===== config.mk =====
export PLATFORM = sky130hd
export DESIGN_NAME = fetch_unit_flat
export DESIGN_NICKNAME = d
export VERILOG_FILES = /design/src/rtl/fetch_unit_if.sv /design/src/rtl/fetch_unit.sv /design/src/flat_wrapper.sv
export SDC_FILE = /design/constraint.sdc
export NUM_CORES = 1
export LEC_CHECK = 0
export BUFFER_PORTS_ARGS = -buffer_cell sky130_fd_sc_hd__clkbuf_2
export CORE_MARGIN = 1.5
export CORE_UTILIZATION = 35
export DETAILED_ROUTE_END_ITERATION = 7
export PLACE_DENSITY = 0.61
export RECOVER_POWER = 100
export SETUP_SLACK_MARGIN = 0.02
export SLEW_MARGIN = 25
export SYNTH_ARGS = -nofsm -noshare
export SYNTH_HDL_FRONTEND = slang
export SYNTH_SLANG_ARGS = --single-unit
export TNS_END_PERCENT = 100

===== constraint.sdc =====
create_clock -name clk -period 4.6 [get_ports clk]
set_input_delay 0.46 -clock clk [delete_from_list [all_inputs] [get_ports clk]]
set_output_delay 0.46 -clock clk [all_outputs]
set_load 0.01 [all_outputs]

===== src/rtl/fetch_unit_if.sv =====
// Instruction-memory request/response bus used by fetch_unit.
//   imem_req    : request valid; address held stable until imem_gnt
//   imem_addr   : 16-bit fetch address
//   imem_gnt    : memory accepts the request this cycle
//   imem_rvalid : read data valid (at least one cycle after grant)
//   imem_rdata  : 16-bit instruction word
// Modports: master = fetch side, slave = memory side.
interface fetch_unit_if;
  logic        imem_req;
  logic [15:0] imem_addr;
  logic        imem_gnt;
  logic        imem_rvalid;
  logic [15:0] imem_rdata;

  modport master (
    output imem_req,
    output imem_addr,
    input  imem_gnt,
    input  imem_rvalid,
    input  imem_rdata
  );

  modport slave (
    input  imem_req,
    input  imem_addr,
    output imem_gnt,
    output imem_rvalid,
    output imem_rdata
  );
endinterface


===== src/rtl/fetch_unit.sv =====
// Instruction fetch stage: holds the PC, issues one outstanding request at a time to
// instruction memory and presents 16-bit instructions to decode. Honours decode stall and
// branch/jump redirect, and stops fetching after a HALT (opcode 5'b00000) is consumed.
//
// Ports:
//   clk          : clock
//   rst          : synchronous reset, active low
//   imem         : instruction-memory bus (fetch_unit_if.master)
//   id_stall     : decode cannot accept instr this cycle
//   redirect     : branch/jump taken; squash and refetch from redirect_pc
//   redirect_pc  : new fetch target
//   instr        : instruction to decode (16'h0800 NOP when !instr_valid)
//   instr_valid  : instr meaningful
//   pc_out       : address of instr
//   pc_plus2     : pc_out + 2 (link value for JAL/JALR)
//   halted       : fetch stopped after HALT
//
// Parameters: RESET_PC, and EXC_VECTOR (present only with FETCH_EXC_EN).
// Optional feature, macro FETCH_EXC_EN: consuming SIIC saves epc = pc + 2 and fetches from
// EXC_VECTOR; consuming RTI fetches from epc. Without it both are ordinary instructions.
module fetch_unit #(
`ifdef FETCH_EXC_EN
  parameter logic [15:0] EXC_VECTOR = 16'h0002,
`endif
  parameter logic [15:0] RESET_PC   = 16'h0000
) (
  input  logic               clk,
  input  logic               rst,
  fetch_unit_if.master       imem,
  input  logic               id_stall,
  input  logic               redirect,
  input  logic        [15:0] redirect_pc,
  output logic        [15:0] instr,
  output logic               instr_valid,
  output logic        [15:0] pc_out,
  output logic        [15:0] pc_plus2,
  output logic               halted
);

  localparam logic [15:0] InstrNop  = 16'h0800;
  localparam logic [4:0]  OpHalt    = 5'b00000;
`ifdef FETCH_EXC_EN
  localparam logic [4:0]  OpSiic    = 5'b00010;
  localparam logic [4:0]  OpRti     = 5'b00011;
`endif

  typedef enum logic [1:0] {
    StReq,
    StWait,
    StPresent,
    StHalted
  } state_e;

  state_e      state_q, state_d;
  logic [15:0] pc_q, pc_d;
  logic [15:0] instr_q, instr_d;
  logic        instr_valid_q, instr_valid_d;
  logic [15:0] pc_out_q, pc_out_d;
  logic [15:0] pc_plus2_q, pc_plus2_d;
  logic        halted_q, halted_d;
  logic        squash_q, squash_d;
`ifdef FETCH_EXC_EN
  logic [15:0] epc_q, epc_d;
`endif

  logic [4:0]  opcode;
  logic [15:0] pc_inc;

  assign opcode = instr_q[15:11];
  assign pc_inc = pc_q + 16'd2;

  always_comb begin
    state_d       = state_q;
    pc_d          = pc_q;
    instr_d       = instr_q;
    instr_valid_d = instr_valid_q;
    pc_out_d      = pc_out_q;
    pc_plus2_d    = pc_plus2_q;
    halted_d      = halted_q;
    squash_d      = squash_q;
`ifdef FETCH_EXC_EN
    epc_d         = epc_q;
`endif

    if (redirect) begin
      pc_d          = redirect_pc;
      instr_d       = InstrNop;
      instr_valid_d = 1'b0;
      halted_d      = 1'b0;
      if (state_q == StWait) begin
        if (imem.imem_rvalid) begin
          // The in-flight response lands this very cycle: drop it and refetch now,
          // otherwise we would wait forever for a response that never comes.
          squash_d = 1'b0;
          state_d  = StReq;
        end else begin
          squash_d = 1'b1;
          state_d  = StWait;
        end
      end else if (state_q == StReq && imem.imem_gnt) begin
        // Request was accepted anyway; its response must be discarded.
        squash_d = 1'b1;
        state_d  = StWait;
      end else begin
        squash_d = 1'b0;
        state_d  = StReq;
      end
    end else begin
      unique case (state_q)
        StReq: begin
          if (imem.imem_gnt) begin
            state_d = StWait;
          end
        end
        StWait: begin
          if (imem.imem_rvalid) begin
            if (squash_q) begin
              squash_d = 1'b0;
              state_d  = StReq;
            end else begin
              instr_d       = imem.imem_rdata;
              instr_valid_d = 1'b1;
              pc_out_d      = pc_q;
              pc_plus2_d    = pc_inc;
              state_d       = StPresent;
            end
          end
        end
        StPresent: begin
          if (!id_stall) begin
            instr_d       = InstrNop;
            instr_valid_d = 1'b0;
            pc_d          = pc_inc;
            state_d       = StReq;
            if (opcode == OpHalt) begin
              halted_d = 1'b1;
              state_d  = StHalted;
            end
`ifdef FETCH_EXC_EN
            if (opcode == OpSiic) begin
              epc_d = pc_inc;
              pc_d  = EXC_VECTOR;
            end else if (opcode == OpRti) begin
              pc_d = epc_q;
            end
`endif
          end
        end
        StHalted: begin
          halted_d = 1'b1;
        end
        default: begin
          state_d = StReq;
        end
      endcase
    end
  end

  always_ff @(posedge clk) begin
    if (!rst) begin
      state_q       <= StReq;
      pc_q          <= RESET_PC;
      instr_q       <= InstrNop;
      instr_valid_q <= 1'b0;
      pc_out_q      <= RESET_PC;
      pc_plus2_q    <= RESET_PC + 16'd2;
      halted_q      <= 1'b0;
      squash_q      <= 1'b0;
`ifdef FETCH_EXC_EN
      epc_q         <= RESET_PC;
`endif
    end else begin
      state_q       <= state_d;
      pc_q          <= pc_d;
      instr_q       <= instr_d;
      instr_valid_q <= instr_valid_d;
      pc_out_q      <= pc_out_d;
      pc_plus2_q    <= pc_plus2_d;
      halted_q      <= halted_d;
      squash_q      <= squash_d;
`ifdef FETCH_EXC_EN
      epc_q         <= epc_d;
`endif
    end
  end

  // Request is decoded from state; suppressed while reset is asserted.
  assign imem.imem_req  = (state_q == StReq) && rst;
  assign imem.imem_addr = pc_q;

  assign instr       = instr_q;
  assign instr_valid = instr_valid_q;
  assign pc_out      = pc_out_q;
  assign pc_plus2    = pc_plus2_q;
  assign halted      = halted_q;

endmodule


===== src/flat_wrapper.sv =====
// flat-port wrapper written by rule: the top's interface ports become plain ports
module fetch_unit_flat 
#(

  parameter logic [15:0] RESET_PC   = 16'h0000
)
  (clk, rst, id_stall, redirect, redirect_pc, instr, instr_valid, pc_out, pc_plus2, halted, imem_imem_req, imem_imem_addr, imem_imem_gnt, imem_imem_rvalid, imem_imem_rdata);
  fetch_unit_if imem_i ();
  input  logic clk;
  input  logic rst;
  input  logic id_stall;
  input  logic redirect;
  input  logic        [15:0] redirect_pc;
  output logic        [15:0] instr;
  output logic instr_valid;
  output logic        [15:0] pc_out;
  output logic        [15:0] pc_plus2;
  output logic halted;
  output wire logic [$bits(imem_i.imem_req)-1:0] imem_imem_req;
  output wire logic [$bits(imem_i.imem_addr)-1:0] imem_imem_addr;
  input wire logic [$bits(imem_i.imem_gnt)-1:0] imem_imem_gnt;
  input wire logic [$bits(imem_i.imem_rvalid)-1:0] imem_imem_rvalid;
  input wire logic [$bits(imem_i.imem_rdata)-1:0] imem_imem_rdata;
  assign imem_imem_req = imem_i.imem_req;
  assign imem_imem_addr = imem_i.imem_addr;
  assign imem_i.imem_gnt = imem_imem_gnt;
  assign imem_i.imem_rvalid = imem_imem_rvalid;
  assign imem_i.imem_rdata = imem_imem_rdata;
  fetch_unit #(.RESET_PC(RESET_PC)) u_core (.clk(clk), .rst(rst), .imem(imem_i), .id_stall(id_stall), .redirect(redirect), .redirect_pc(redirect_pc), .instr(instr), .instr_valid(instr_valid), .pc_out(pc_out), .pc_plus2(pc_plus2), .halted(halted));
endmodule

==> results.txt <==
Status -> finished, violations left
Failing checks -> capacitance limit, slew limit
Initial antenna violation count -> 0
First-pass detailed-route iteration total -> 4
Setup Buffers After CTS -> 0
Cts hold-fix bufs -> 0
WL/cell -> 14.1 µm
Number of hold violations in the final report -> 0
Met2 Track Usage GR -> 26.4%
N_diodes -> 0
Clock sink total -> 68
WP data required -> 4880 ps
Fin worst setup slack -> 1770 ps
Starting density of the core -> 36.5%
Total power draw -> 0.00134 W
Setup_tns -> 0 ps
CTS Buffer Depth -> 2
H-tree levels -> 3
CTS tree -> done
Dpl hpwl -> 5450 µm
Met3 usage -> 5.45%
Setup violators final -> 0
Cts bufs inserted -> 9
Critical Path End Type -> register
Max_slew headroom -> -23.7%
GRT met1 Usage -> 23.3%
P&R area growth vs syn -> 23.0%
DR iter-0 viols -> 114
Post-cts sizing count -> 0
Die Wd -> 95.8 µm
IO Pins -> 105
Post-route ant nets -> 0
Tcrit/Tclk final -> 61.6%
Worst Reg-to-Reg Cells -> 5
Crit path max fanout -> 52
Crit path buf inv count -> 1
Clock Latency Late Sink -> 340 ps
Most frequent cells in the layout -> dfxtp_1 (68), clkbuf_1 (67), nand2_1 (50)
Critical path's top delay family -> buffers and inverters
Yosys reg bits -> 68
Nets -> 487
Filler cells -> 900
Worst Tran Pin Value -> 1860 ps
Synth Net Count -> 398
Ys Warns -> 0
Largest net degree at the start of global routing -> 53
Synthesized netlist cell count -> 355
Die height -> 95.8 µm
Syn_area_per_cell -> 8.48 µm²
Total track usage -> 17.3%
Max-Cap Viols -> 1
Final min period -> 2830 ps
Sequential area share after synthesis -> 45.2%
HP Class -> input port to register
Clock transition at path regs -> 80 ps
Row cnt -> 33
Routability cong. -> 0.791
Layout cells sized above 1 -> 13.4%
Synth Cell Area -> 3010 µm²
Drt via density -> 5.01
Peak-usage layer in the global routing report -> met2
DR DRC count -> 0
Slowest CP cell -> clkbuf_1
Hold depth -> 3
CP arrival -> 3110 ps
Vias after detailed routing -> 2773
Worst vdd ir -> 0.178 mV
Input/output buffers -> 104
Most common cell after layout, fill and taps aside -> dfxtp_1
Die ar. -> 9170 µm²
LEAKAGE -> 1.33 nW
Final Skew -> 9.26 ps
Core area -> 8260 µm²
RSZ-0062 raised after global routing -> false
Vias in the first global route -> 2469
Worst slack, placed -> 2270 ps
Remaining global-route overflow -> 0
Max Fclk -> 0.353 GHz
CP max stage delay -> 1300 ps
Post-Route WL -> 7820 µm
Final max-slew violation count -> 53
Pwr/cell area -> 361 nW/µm²
Distinct cells, synth -> 40
Core Util, Final -> 44.9%
Global-route wire length before repair -> 12100 µm
Worst path cell trace -> clkbuf_1, nand2_1, a211o_1, nand3_2
Root buf cell -> clkbuf_8
Critical path depth in cells -> 4
Startpoint types -> input port
WS Path Type -> input port to register
-- power by group --
group,total (W),leakage [nW],internal [W],switching (W)
clock,0.000550,0.116,0.000320,0.000231
combinational,0.000148,0.659,0.0000613,0.0000869
sequential,0.000640,0.553,0.000611,0.0000293
total,0.00134,1.33,0.000992,0.000347
-- through the flow --
stage,instance area [µm²],std cells,hold slack (ps)
6_report,3700,554,354
5_1_grt,3700,554,358
4_1_cts,3790,554,345
3_5_place_dp,3560,538,464
3_3_place_gp,3560,538,457
2_1_floorplan,3010,355,454
-- Yosys cell counts --
cell type,n,share of area [%]
a211o_1,1,0.29
a211oi_1,2,0.50
a21boi_0,17,4.2
a21oi_1,23,3.8
a221o_1,1,0.33
a22oi_1,15,3.7
a31o_2,1,0.29
a31oi_1,1,0.21
and2_1,5,1.0
and4_1,1,0.29
buf_1,2,0.25
buf_2,8,1.3
buf_4,2,0.50
clkbuf_1,15,1.9
clkbuf_2,2,0.33
dfxtp_1,68,45
ha_1,5,2.1
inv_1,8,1.0
mux2i_1,2,0.66
nand2_1,50,6.2
nand2b_1,2,0.42
nand3_1,5,0.83
nand3_2,1,0.33
nand3b_1,1,0.25
nand4_1,3,0.62
nand4b_1,1,0.29
nor2_1,22,2.7
nor2b_1,5,1.0
nor3_1,9,1.5
nor3_2,1,0.33
nor4_1,11,2.3
o211a_1,3,1.0
o211ai_1,4,1.0
o21ai_0,27,4.5
o21bai_1,1,0.25
or2_2,1,0.21
or3_1,2,0.42
or4_1,1,0.25
xnor2_1,23,6.7
xor2_1,3,0.87
-- area by class of cell --
cell class / count / area [µm²] / area share (%)
multi-input combinational: 250 / 1500 / 40.4
sequential: 68 / 1360 / 36.7
clock inverter: 6 / 87.6 / 2.36
inverter: 8 / 30.0 / 0.811
timing repair buffer: 107 / 459 / 12.4
clock buffer: 10 / 138 / 3.71
tap: 105 / 131 / 3.55
-- metal layers --
metal | share of wire (%) | vias up
met1 | 47 | 1280
met2 | 45 | 84
met3 | 7.0 | 6
met5 | 0 | -
li1 | - | 1403
met4 | 1.1 | 0
-- final timing paths --
path	startpoint	endpoint	slack [ps]
worst max-delay path	rst	u_core.state_q[0]$_SDFFE_PN0P_	1770
worst min register to register	u_core.pc_out[12]$_SDFFE_PN0P_	u_core.pc_out[12]$_SDFFE_PN0P_	470
worst max register to register	u_core.imem.imem_addr[1]$_SDFFE_PN0P_	u_core.pc_plus2[11]$_SDFFE_PN0P_	2620
worst min-delay path	imem_imem_rdata[15]	u_core.instr[15]$_SDFFE_PP0P_	350
-- worst min-delay path: cells and delay by family --
kind,cells,cell delay (ps)
AOI/OAI and AO/OA,1,50
buffers and inverters,1,80
and+or+nand+nor,1,70
-- state kept, by name (all words and copies together) (netlist names) --
register	cells
u_core.imem.imem_addr	16
u_core.instr	16
u_core.pc_plus2	16
u_core.pc_out	15
u_core.state_q	2
u_core.halted	1
u_core.instr_valid	1
u_core.squash_q	1
-- cell families (layout without fill, tap and decap cells) --
family	Yosys count	count (layout)	synth area share, %
buf+inv	37	131	5.28
simple gates	121	121	19.1
compound gates	96	96	20.1
fa+ha+maj	5	5	2.08
flops	68	68	45.2
xor+xnor	26	26	7.56
mux	2	2	0.665
Note: power is estimated with default switching activity, not from simulation.
